[src/rtl/vote_tally.sv]
// vote_tally: sync/debounce board inputs, snapshot switches on confirm and count yes-votes serially
module vote_db #(
  parameter int DB_CNT = 4
) (
  input  logic clk,
  input  logic rst_n,
  input  logic in_i,
  output logic pulse_o
);
  localparam int CW = $clog2(DB_CNT) + 1;
  logic s1_q, s2_q, lvl_q, p_q;
  logic [CW-1:0] cnt_q;
  // two-flop sync, then flip the level once it has differed for DB_CNT cycles; pulse on rising flip
  always_ff @(posedge clk or negedge rst_n)
    if (!rst_n) begin
      s1_q <= 1'b0;
      s2_q <= 1'b0;
      lvl_q <= 1'b0;
      p_q <= 1'b0;
      cnt_q <= '0;
    end else begin
      s1_q <= in_i;
      s2_q <= s1_q;
      p_q <= 1'b0;
      if (s2_q == lvl_q) cnt_q <= '0;
      else if (cnt_q == CW'(DB_CNT - 1)) begin
        lvl_q <= ~lvl_q;
        cnt_q <= '0;
        p_q <= ~lvl_q;
      end else cnt_q <= cnt_q + 1'b1;
    end
  assign pulse_o = p_q;
endmodule

module vote_tally #(
  parameter int DB_CNT  = 1_000_000,
  parameter int PASS_TH = 3
) (
  input  logic       clk,
  input  logic       rst_n,
  input  logic [4:0] sw_i,
  input  logic       confirm_i,
  input  logic       clear_i,
  output logic [2:0] x_o,
  output logic       res_o,
  output logic       valid_o,
  output logic       busy_o
);
  localparam logic [1:0] IDLE = 2'd0, SAMPLE = 2'd1, COUNT = 2'd2, SHOW = 2'd3;
  logic cfm_p, clr_p;
  logic [4:0] sw1_q, sw2_q, snap_q, snap_d;
  logic [1:0] state_q, state_d;
  logic [2:0] acc_q, acc_d, idx_q, idx_d, x_q, x_d;
  logic res_q, res_d, valid_q, valid_d, busy_q, busy_d;

  vote_db #(.DB_CNT(DB_CNT)) u_cfm (.clk(clk), .rst_n(rst_n), .in_i(confirm_i), .pulse_o(cfm_p));
  vote_db #(.DB_CNT(DB_CNT)) u_clr (.clk(clk), .rst_n(rst_n), .in_i(clear_i), .pulse_o(clr_p));

  // next state: clear beats confirm, confirm only honoured when not counting
  always_comb begin
    state_d = state_q;
    snap_d = snap_q;
    acc_d = acc_q;
    idx_d = idx_q;
    if (clr_p) state_d = IDLE;
    else if (cfm_p && (state_q == IDLE || state_q == SHOW)) state_d = SAMPLE;
    else if (state_q == SAMPLE) state_d = COUNT;
    else if (state_q == COUNT && idx_q == 3'd4) state_d = SHOW;
    if (state_q == SAMPLE) begin
      snap_d = sw2_q;
      acc_d = '0;
      idx_d = '0;
    end else if (state_q == COUNT) begin
      acc_d = acc_q + {2'b00, snap_q[idx_q]};
      idx_d = idx_q + 3'd1;
    end
    valid_d = state_d == SHOW;
    busy_d = state_d == SAMPLE || state_d == COUNT;
    x_d = valid_d ? acc_d : 3'd0;
    res_d = valid_d && acc_d >= 3'(PASS_TH);
  end

  // state, datapath and output registers, switch synchronizer
  always_ff @(posedge clk or negedge rst_n)
    if (!rst_n) begin
      sw1_q <= '0;
      sw2_q <= '0;
      snap_q <= '0;
      state_q <= IDLE;
      acc_q <= '0;
      idx_q <= '0;
      x_q <= '0;
      res_q <= 1'b0;
      valid_q <= 1'b0;
      busy_q <= 1'b0;
    end else begin
      sw1_q <= sw_i;
      sw2_q <= sw1_q;
      snap_q <= snap_d;
      state_q <= state_d;
      acc_q <= acc_d;
      idx_q <= idx_d;
      x_q <= x_d;
      res_q <= res_d;
      valid_q <= valid_d;
      busy_q <= busy_d;
    end

  assign x_o = x_q;
  assign res_o = res_q;
  assign valid_o = valid_q;
  assign busy_o = busy_q;
endmodule

[config.mk]
export PLATFORM = sky130hd
export DESIGN_NAME = vote_tally
export DESIGN_NICKNAME = d
export VERILOG_FILES = /design/src/rtl/vote_tally.sv
export SDC_FILE = /design/constraint.sdc
export NUM_CORES = 1
export LEC_CHECK = 0
export CAP_MARGIN = 20
export CORE_MARGIN = 3
export CORE_UTILIZATION = 45
export CTS_CLUSTER_DIAMETER = 80
export CTS_CLUSTER_SIZE = 12
export DETAILED_ROUTE_END_ITERATION = 16
export GPL_TIMING_DRIVEN = 0
export PLACE_DENSITY = 0.61
export SLEW_MARGIN = 25
export SYNTH_ARGS = -nofsm -noshare
export SYNTH_HDL_FRONTEND = slang
export SYNTH_SLANG_ARGS = --single-unit
export TNS_END_PERCENT = 20
[constraint.sdc]
create_clock -name clk -period 1.9 [get_ports clk]
set_input_delay 0.285 -clock clk [delete_from_list [all_inputs] [get_ports clk]]
set_output_delay 0.285 -clock clk [all_outputs]
set_load 0.01 [all_outputs]
==> out/metrics.yaml, run 1 <==
synth:
  synth_nets: 329
  synth_top_area_share_pct: 56.8
  synth_compound_area_share_pct: 5.96
  synth.area.mux_share_pct: 3.48
  ys_dominant_reg_cell: "dfrtp_1"
  synth.avg_cell_area_um2: 11.2
  synthTopCellsByArea: "dfrtp_1, xor2_1, nor2_1"
  synth-simple-area-share_pct: 21.0
  synth_top_family_by_area: "simple AND/OR/NAND/NOR gates"
  syn-instance-count: 310
  synthArstFlopShare_pct: 100
  yosysWarningCount: 0
  ys_seq_area_share_pct: 56.8
  synth-edff-count: 0
  synth_xor_area_share_pct: 7.29
  synth_cell_types: 40
  synth_area_leader_cell: "dfrtp_1"
  ys_seq_elements: 79
  synthAdderAreaFrac_pct: 3.59
  syn-cell-area_um2: 3480
global_route:
  grt_use_total_pct: 15.6
  overflow: 0
  grt_pass1_vias: 2350
  antenna_found_initial: 0
  grt_pass1_wl_mm: 10.8
  grt_max_degree: 55
worst_hold_path:
  hp-start: "u_cfm.s1_q"
  hold_class: "flop to flop"
sta:
  fin_crit_sh_pct: 102
  slew_violations: 0
  skew_ps: 8.56
  fmax_mhz: 516
  rsz0062_at_grt: "yes"
  final.min_clock_period_ps: 1940
  setup-violations-final: 2
  fin_ws_ps: -36.5
  finalSetupTns_ps: -45.8
  worst_pin_slew_ps: 563
  hold_violations: 0
  hold_slack_ps: 350
  slew_headroom_pct: 62.1
placed_design:
  portBuffers: 14
  dpl.hpwl_mm: 4.04
  place.gp.congestion: 0.790
floorplan:
  num_rows: 31
  core_area_um2: 7370
  dieArea_um2: 8830
  io_pins: 15
  die-width_um: 94.0
  start_util_pct: 47.3
  die_y_um: 94.0
critical_path:
  startpoint: "idx_q[0]"
  cp_data_required_time_ps: 2140
  startpoint_type: "flop"
  cp-end-kind: "flop"
  worst_ep_arrival_time_ps: 2180
  critical_path_class: "flop to flop"
  cp_max_fo: 3
  r2r-start: "idx_q[0]"
pwr:
  irDropWorstVdd_v: 0.000483
  power_w: 0.00310
  power_density_nw_per_um2: 757
  leakage_nw: 1.79
clocking:
  cts.reportedPaths.clkPinSlew_ps: 80
  numCtsBuffers: 9
  cts_max_level: 3
  cts.sinks: 79
  cts-root-buf: "clkbuf_8"
  clk_path_buf_depth: 2
  cts_tree: "done"
  clk_latency_ps: 350
detailed_routing:
  routed_wl_mm: 5.94
  vias: 2299
  dr.first_iter.drc_count: 53
  wl_per_cell_um: 13.4
  drcViolationCount: 0
  first_pass_iters: 4
  via_per_inst: 5.19
  drtAntennaViolNets: 0
final_layout:
  fillers: 636
  num-nets-final: 358
  final_cell_mix: "dfrtp_1, nor2_1, xor2_1"
  areaGrowthSynthToFinish_pct: 17.7
  layout_commonest_cell: "dfrtp_1"
  drive_gt1_share_pct: 16.6
  diodes: 0
run_status:
  status: "complete, but fails checks"
  violations: "negative setup slack"
job:
  cap_violations: 0
-- power by group --
part	internal (W)	total, W	switching [W]
clock	0.000650	0.00128	0.000629
sequential	0.00170	0.00172	0.0000188
combinational	0.0000396	0.000102	0.0000627
total	0.00239	0.00310	0.000710
-- sequential cells by signal, indices dropped and copies added, names as in the netlist, 2 cells and up --
name         count
sw1_q            5
sw2_q            5
idx_q            3
x_o              3
u_cfm.cnt_q     21
u_clr.cnt_q     21
acc_q            3
state_q          2
snap_q           5
-- per-stage QoR --
stage / setup slack, ps / instances / instance area (µm²) / util, %
2_1_floorplan: -0.339 / 310 / 3510 / -
3_3_place_gp: -2230 / 423 / 3770 / 51.2
3_5_place_dp: -139 / 424 / 3800 / 51.5
4_1_cts: -49.2 / 442 / 4020 / 54.6
5_1_grt: -166 / 443 / 4100 / 55.7
6_report: -36.5 / 443 / 4100 / 55.7
-- what timing repair did --
item / 4_1_cts / 5_1_grt
pin swaps: 3 / 3
endpoints found under the hold margin: 25 / 0
resized for setup: 0 / 19
hold buffers: 1 / 0
setup buffers: 1 / 1
cloned: 0 / 0
setup endpoints to repair: 4 / 45
-- critical path, cell delays in order (launching register included) --
cell and delay (ps):
dfrtp_1 370, mux4_2 510, inv_2 60, o32ai_2 60, ha_2 200, ha_4 150
nand2_2 60, xor2_1 150, nor2_1 90, a21o_1 180
-- layout make-up --
| class | count | area (µm²) | share of cell area, % |
|---|---|---|---|
| flip-flops and latches | 79 | 1980 | 48.2 |
| multi-input cells | 215 | 1530 | 37.3 |
| repair buffers | 18 | 190 | 4.64 |
| clock buffers | 10 | 138 | 3.36 |
| well taps | 99 | 124 | 3.02 |
| clock inverters | 6 | 68.8 | 1.68 |
| inverters | 10 | 37.5 | 0.915 |
| plain buffers | 6 | 36.3 | 0.885 |
-- worst paths after layout --
kind | to | slack (ps) | cells after the start
worst max register to register | res_o | -40 | 9
max in group asynchronous | u_clr.cnt_q[1] | 950 | 3
worst max-delay path | res_o | -40 | 9
worst min register to register | u_cfm.s2_q | 350 | 0
worst min-delay path | u_cfm.s2_q | 350 | 0
min in group asynchronous | snap_q[0] | 380 | 2
-- logic make-up (layout without fill, tap and decap cells) --
group,Yosys count,after routing
xor gates and xnor gates,29,29
adders and majority gates,10,10
muxes,10,10
AOI/OAI and AO/OA,34,34
buffers and inverters,16,50
and+or+nand+nor,132,132
DFF,79,79
-- synthesized netlist by cell type, types with 2 or more instances --
master    count
nand2b_1      2
o31ai_1       7
xor2_1       20
nand3_1      14
ha_1         10
or4_1         5
and3_1        7
mux2i_1       2
nor4_1        5
mux2_2        7
nand2_1      17
or3_1         5
and4_1        5
xnor2_1       9
dfrtp_1      79
a21oi_1      13
nor3_1        7
buf_2         5
inv_1        10
nand4_1      13
nor2_1       36
o21ai_0       9
and2_1        6
-- per-layer routing --
metal / GRT usage, % / share of wire (%) / vias up
li1: - / - / 1156
met3: 4.89 / 3.7 / 8
met5: 0 / 0 / -
met2: 24.3 / 45 / 24
met4: 5.05 / 1.5 / 0
met1: 20.6 / 50 / 1111
Power figures use the tool's default switching activity.
==> run 2, diff against run 1 <==
Settings changed: PLACE_DENSITY 0.61 to 0.58.
Clock period 1.9 ns to 2.03 ns, I/O delays scaled along.
==> run 2 against run 1 <==
Compared with the run above: the run now ends clean; final cell count stayed put; sequential cell count stayed put; via count is 1.3% higher; critical path depth is 1 lower; routed wire length is 1.5% higher; global-route usage hardly changed; worst setup slack better by 67 ps; final area is 1.0% lower; first-iteration DRC count is 40% higher; utilization is 0.56 points lower; total power is 6.7% lower; combinational power is 11% lower; largest power group unchanged.
==> out/metrics.yaml, run 2 (synthesis gave the netlist of run 1 again) <==
final_layout:
  areaGrowthSynthToFinish_pct: 16.6
  reg_top3: "u_cfm.cnt_q (21), u_clr.cnt_q (21)"
  diodes: 0  # unchanged
  multiInputGateArea_um2: 1500  # -1.7%
  fin_cells: 443  # unchanged
  drive_gt1_share_pct: 15.1  # -1.5 points
  layout_commonest_cell: "dfrtp_1"
  fillers: 650  # +2.2%
  final_cell_mix: "dfrtp_1, nor2_1, xor2_1"
  regArea_um2: 1980  # unchanged
  num-nets-final: 358  # unchanged
detailed_routing:
  via_per_inst: 5.26  # +1.3%
  wl_per_cell_um: 13.6  # +1.5%
  drtAntennaViolNets: 0  # unchanged
  first_pass_iters: 4  # unchanged
  dr.first_iter.drc_count: 74  # +40%
  vias: 2330  # +1.3%
  drcViolationCount: 0  # unchanged
  routed_wl_mm: 6.03  # +1.5%
floorplan:
  dieArea_um2: 8830  # unchanged
  num_rows: 31  # unchanged
  die-width_um: 94.0  # unchanged
  core_area_um2: 7370  # unchanged
  start_util_pct: 47.3  # unchanged
  die_y_um: 94.0  # unchanged
  io_pins: 15  # unchanged
critical_path:
  cp-end-kind: "flop"
  r2r-start: "idx_q[0]"
  startpoint_type: "flop"
  cp_data_required_time_ps: 2270  # +130 ps
  rr_endpoint: "res_o"
  reg2reg_setup_slack_ps: 30  # +70 ps
  worst_ep_arrival_time_ps: 2240  # +60 ps
  ff2ff_path_depth: 8  # -1
  cp_max_fo: 2  # -1
  critical_path_class: "flop to flop"
placed_design:
  place_inst: 424  # unchanged
  place.gp.congestion: 0.775  # -1.9%
  dpl.hpwl_mm: 4.05  # +0.47%
  portBuffers: 14  # unchanged
clocking:
  numCtsBuffers: 9  # unchanged
  cts_tree: "done"
  clk_latency_ps: 350  # about the same
  cts.reportedPaths.clkPinSlew_ps: 80  # about the same
  cts.sinks: 79  # unchanged
  cts-root-buf: "clkbuf_8"
  clk_path_buf_depth: 2  # unchanged
  cts_max_level: 3  # unchanged
sta:
  setup-violations-final: 0  # -2
  finalSetupTns_ps: 0  # +45.8 ps
  rsz0062_at_grt: "yes"
  slew_violations: 0  # unchanged
  hold_slack_ps: 352  # +1.91 ps
  final.min_clock_period_ps: 2000  # +63.0 ps
  fmax_mhz: 500  # -3.1%
  skew_ps: 9.49  # +0.931 ps
  slew_headroom_pct: 60.7  # -1.4 points
  hold_violations: 0  # unchanged
  fin_crit_sh_pct: 98.5  # -3.4 points
  worst_pin_slew_ps: 589  # +26.2 ps
global_route:
  grt_use_total_pct: 15.5  # -0.021 points
  grt_max_degree: 47  # -15%
  overflow: 0  # unchanged
  grt_pass1_wl_mm: 10.7  # -1.1%
  antenna_found_initial: 0  # unchanged
  grt_pass1_vias: 2274  # -3.2%
job:
  cap_violations: 0  # unchanged
pwr:
  power_density_nw_per_um2: 714  # -5.7%
  irDropWorstVdd_v: 0.000419  # -13%
  leakage_nw: 1.77  # -0.87%
worst_hold_path:
  hp-start: "sw1_q[0]"
  hold_class: "flop to flop"
  min_delay_worst_endpoint: "sw2_q[0]"
  whs_path_depth: 0  # unchanged
run_status:
  status: "finished, final reports clean"
-- run 2: final cells by class --
class | count | area share, %
Sequential cell | 79 | 48.7
Multi-Input combinational cell | 215 | 37.0
Timing Repair Buffer | 18 | 4.50
Clock buffer | 10 | 3.39
Tap cell | 99 | 3.05
Clock inverter | 6 | 1.69
Inverter | 10 | 0.925
Buffer | 6 | 0.709
-- run 2: critical path, cell delays in order (launching register included) --
cell and delay, ps:
dfrtp_1 380, mux4_2 510, inv_2 70, o32ai_2 70
ha_2 280, mux2i_2 200, nand2b_4 170, nor3_2 40
a21o_1 160
-- run 2: routing by layer --
metal  vias up  GRT usage [%]  share of wire [%]
li1       1161              -                  -
met1      1129           21.1                 50
met2        30           23.7                 45
met3        10           4.65                3.0
met4         0           5.42                2.0
met5         -              0                  0
-- run 2: repair_timing --
| item | in CTS | in global routing |
|---|---|---|
| endpoints found under the setup margin | 3 | 21 |
| gates resized for setup | 4 | 9 |
| buffers inserted | 1 | 1 |
| hold buffers | 1 | 0 |
| pin swaps | 3 | 2 |
| endpoints found under the hold margin | 45 | 0 |
-- run 2: where the power goes --
group | internal (W) | total, W | switching (W)
clock | 0.000608 | 0.00119 | 0.000586
sequential | 0.00160 | 0.00161 | 0.0000175
combinational | 0.0000326 | 0.0000904 | 0.0000579
-- run 2: worst max-delay path by stage --
stage / startpoint / end / depth (start not counted)
after floorplan: idx_q[0] / res_o / 8
final: idx_q[0] / res_o / 8
after global routing: idx_q[0] / res_o / 9
after CTS: idx_q[0] / x_o[1] / 8
after global placement: rst_n / u_clr.cnt_q[5] / 1
after detailed placement: idx_q[0] / x_o[1] / 8
-- run 2: through the flow --
step	total power, W	worst slack [ps]	instance area (µm²)	utilization [%]
after floorplan	0.00167	95.6	3480	-
after global placement	0.00173	-2160	3750	50.8
after detailed placement	0.00174	-90.0	3760	51.1
after CTS	0.00294	21.2	4010	54.4
after global routing	0.00304	-50.2	4060	55.1
final	0.00290	30.6	4060	55.1
==> run 3, diff against run 2 <==
Settings changed: CORE_UTILIZATION 45 to 30, CTS_BUF_LIST set to sky130_fd_sc_hd__clkbuf_4, PLACE_DENSITY 0.58 to 0.41.
==> run 3 against run 2 <==
Compared with the run above: maximum frequency is 1.9% higher; worst hold slack got worse by 50 ps; routed wire length up 12%; final cell count is 9.5% higher; critical endpoint unchanged.
==> out/metrics.yaml, run 3 (synthesis gave the netlist of run 1 again) <==
critical_path:
  cp_num_buf_inv: 1  # unchanged
  cp-end-kind: "flop"
  cpPeakStageDelay_ps: 510  # about the same
  startpoint: "idx_q[0]"
  rr_endpoint: "res_o"
  path_depth: 8  # unchanged
  crit_chain: "mux4_2 > inv_2 > o32ai_2 > ha_2 > mux2i_2 > nand2b_4 > nor3_1 > a21o_1"
  worst_ep_arrival_time_ps: 2300  # +60 ps
  crit_slowest_cell: "mux4_2"
  endpoint: "res_o"
  cp_top_family: "multiplexers"
  critical_path_class: "flop to flop"
  ff2ff_path_depth: 8  # unchanged
  cp_data_required_time_ps: 2360  # +90 ps
  startpoint_type: "flop"
  reg2reg_setup_slack_ps: 70  # +40 ps
  cp_max_fo: 2  # unchanged
  r2r-start: "idx_q[0]"
run_status:
  status: "finished, final reports clean"
global_route:
  overflow: 0  # unchanged
  grt_pass1_vias: 2498  # +9.9%
  grt_max_degree: 52  # +11%
  antenna_found_initial: 0  # unchanged
  grt_pass1_wl_mm: 12.2  # +14%
  grt_use_total_pct: 11.9  # -3.6 points
sta:
  worst_pin_slew_ps: 579  # -10.6 ps
  hold_violations: 0  # unchanged
  slew_headroom_pct: 61.1  # +0.35 points
  final.min_clock_period_ps: 1960  # -37.1 ps
  skew_ps: 19.4  # +9.90 ps
  fin_crit_sh_pct: 96.7  # -1.8 points
  setup-violations-final: 0  # unchanged
  slew_violations: 0  # unchanged
  rsz0062_at_grt: "yes"
  fmax_mhz: 510  # +1.9%
worst_hold_path:
  hold_class: "primary input to flop"
pwr:
  pwr-share-comb_pct: 3.2  # about the same
  leakage_nw: 1.80  # +1.2%
  p_int_w: 0.00241  # +7.7%
  power_density_nw_per_um2: 739  # +3.5%
  sw_frac_of_total_pct: 21.5  # -1.4 points
  power_w: 0.00307  # +5.8%
  seq_power_share_pct: 52.7  # -3.0 points
  irDropWorstVdd_v: 0.000459  # +9.6%
  pwr-share-clk_pct: 44.2  # +3.0 points
  switchingPower_w: 0.000658  # -0.55%
detailed_routing:
  first_pass_iters: 6  # +2
  vias: 2366  # +1.5%
  dr.first_iter.drc_count: 116  # +57%
  via_per_inst: 4.88  # -7.2%
  wl_per_cell_um: 13.9  # +2.4%
  drtAntennaViolNets: 0  # unchanged
  routed_wl_mm: 6.76  # +12%
  drcViolationCount: 0  # unchanged
floorplan:
  io_pins: 15  # unchanged
  dieArea_um2: 12900  # +47%
  die_y_um: 114  # +21%
  die-width_um: 114  # +21%
  start_util_pct: 31.4  # -16 points
  core_area_um2: 11100  # +50%
  num_rows: 38  # +23%
job:
  cap_violations: 0  # unchanged
clocking:
  cts.reportedPaths.clkPinSlew_ps: 140  # +60 ps
  cts-root-buf: "clkbuf_4"
  cts_tree: "done"
  clk_path_buf_depth: 2  # unchanged
  cts_max_level: 3  # unchanged
  clk_latency_ps: 420  # +70 ps
  numCtsBuffers: 9  # unchanged
  cts.sinks: 79  # unchanged
final_layout:
  final_cell_mix: "dfrtp_1, nor2_1, xor2_1"
  fillers: 1104  # +70%
  reg_top3: "u_cfm.cnt_q (21), u_clr.cnt_q (21)"
  areaGrowthSynthToFinish_pct: 19.1
  layout_commonest_cell: "dfrtp_1"
  drive_gt1_share_pct: 15.9  # +0.83 points
  num-nets-final: 359  # +0.28%
  fin_cells: 485  # +9.5%
  fin_util_pct: 37.5  # -18 points
  diodes: 0  # unchanged
placed_design:
  portBuffers: 14  # unchanged
  place_inst: 465  # +9.7%
  dpl.hpwl_mm: 4.51  # +11%
  place.gp.congestion: 0.730  # -5.8%
==> run 3: how the worst min path moves through the flow <==
stage	startpoint	slack, ps	cells after the start	endpoint
floorplan	rst_n	9	0	acc_q[0]
global placement	sw1_q[1]	330	0	sw2_q[1]
detailed placement	rst_n	200	1	sw1_q[4]
CTS	sw_i[2]	260	1	sw1_q[2]
global route	sw_i[3]	240	1	sw1_q[3]
finish	sw_i[2]	300	1	sw1_q[2]
==> run 3: metrics by stage <==
step,setup slack (ps),instance area [µm²],hold WS (ps),setup TNS (ps)
6_report,67.7,4150,302,0
2_1_floorplan,95.6,3480,8.91,0
3_5_place_dp,-61.5,3830,201,-88.2
5_1_grt,-55.6,4150,245,-55.6
4_1_cts,37.0,4090,257,0
3_3_place_gp,-2400,3800,334,-189080
==> run 3: worst reg2reg max path, stage by stage (launching register included) <==
cell and delay [ps]:
dfrtp_1 400, mux4_2 510, inv_2 70, o32ai_2 70, ha_2 270, mux2i_2 190
nand2b_4 160, nor3_1 40, a21o_1 170
==> run 3: power by group through the flow <==
stage | clock network (W) | registers, W | logic [W]
3_5_place_dp | 0 | 0.00165 | 0.0000983
6_report | 0.00135 | 0.00162 | 0.0000967
2_1_floorplan | 0 | 0.00164 | 0.0000316
4_1_cts | 0.00142 | 0.00162 | 0.000100
3_3_place_gp | 0 | 0.00165 | 0.0000911
5_1_grt | 0.00149 | 0.00162 | 0.000115
==> run 3: what timing repair did <==
action,CTS,global route
setup buffers,2,1
gates resized for setup,4,13
cloned,0,0
hold buffers,1,0
hold endpoints to repair,28,0
setup endpoints to repair,2,16
pin swaps,3,2
==> run 3: cell type report <==
class	instances	area, µm²	area share (%)
Sequential cell	79	1980	47.6
Tap cell	140	175	4.22
Clock buffer	10	75.1	1.81
Multi-Input combinational cell	215	1510	36.4
Timing Repair Buffer	19	201	4.85
Inverter	10	37.5	0.904
Clock inverter	6	140	3.38
Buffer	6	33.8	0.814
==> run 3: layer usage <==
layer / global-route usage (%) / vias to the layer above / part of all wire [%] / wire [µm]
met1: 15.8 / 1178 / 50 / 3360
li1: - / 1157 / - / -
met5: 0 / - / 0 / 0
met2: 18.7 / 25 / 46 / 3090
met3: 3.98 / 6 / 3.4 / 228
met4: 3.37 / 0 / 1.2 / 81
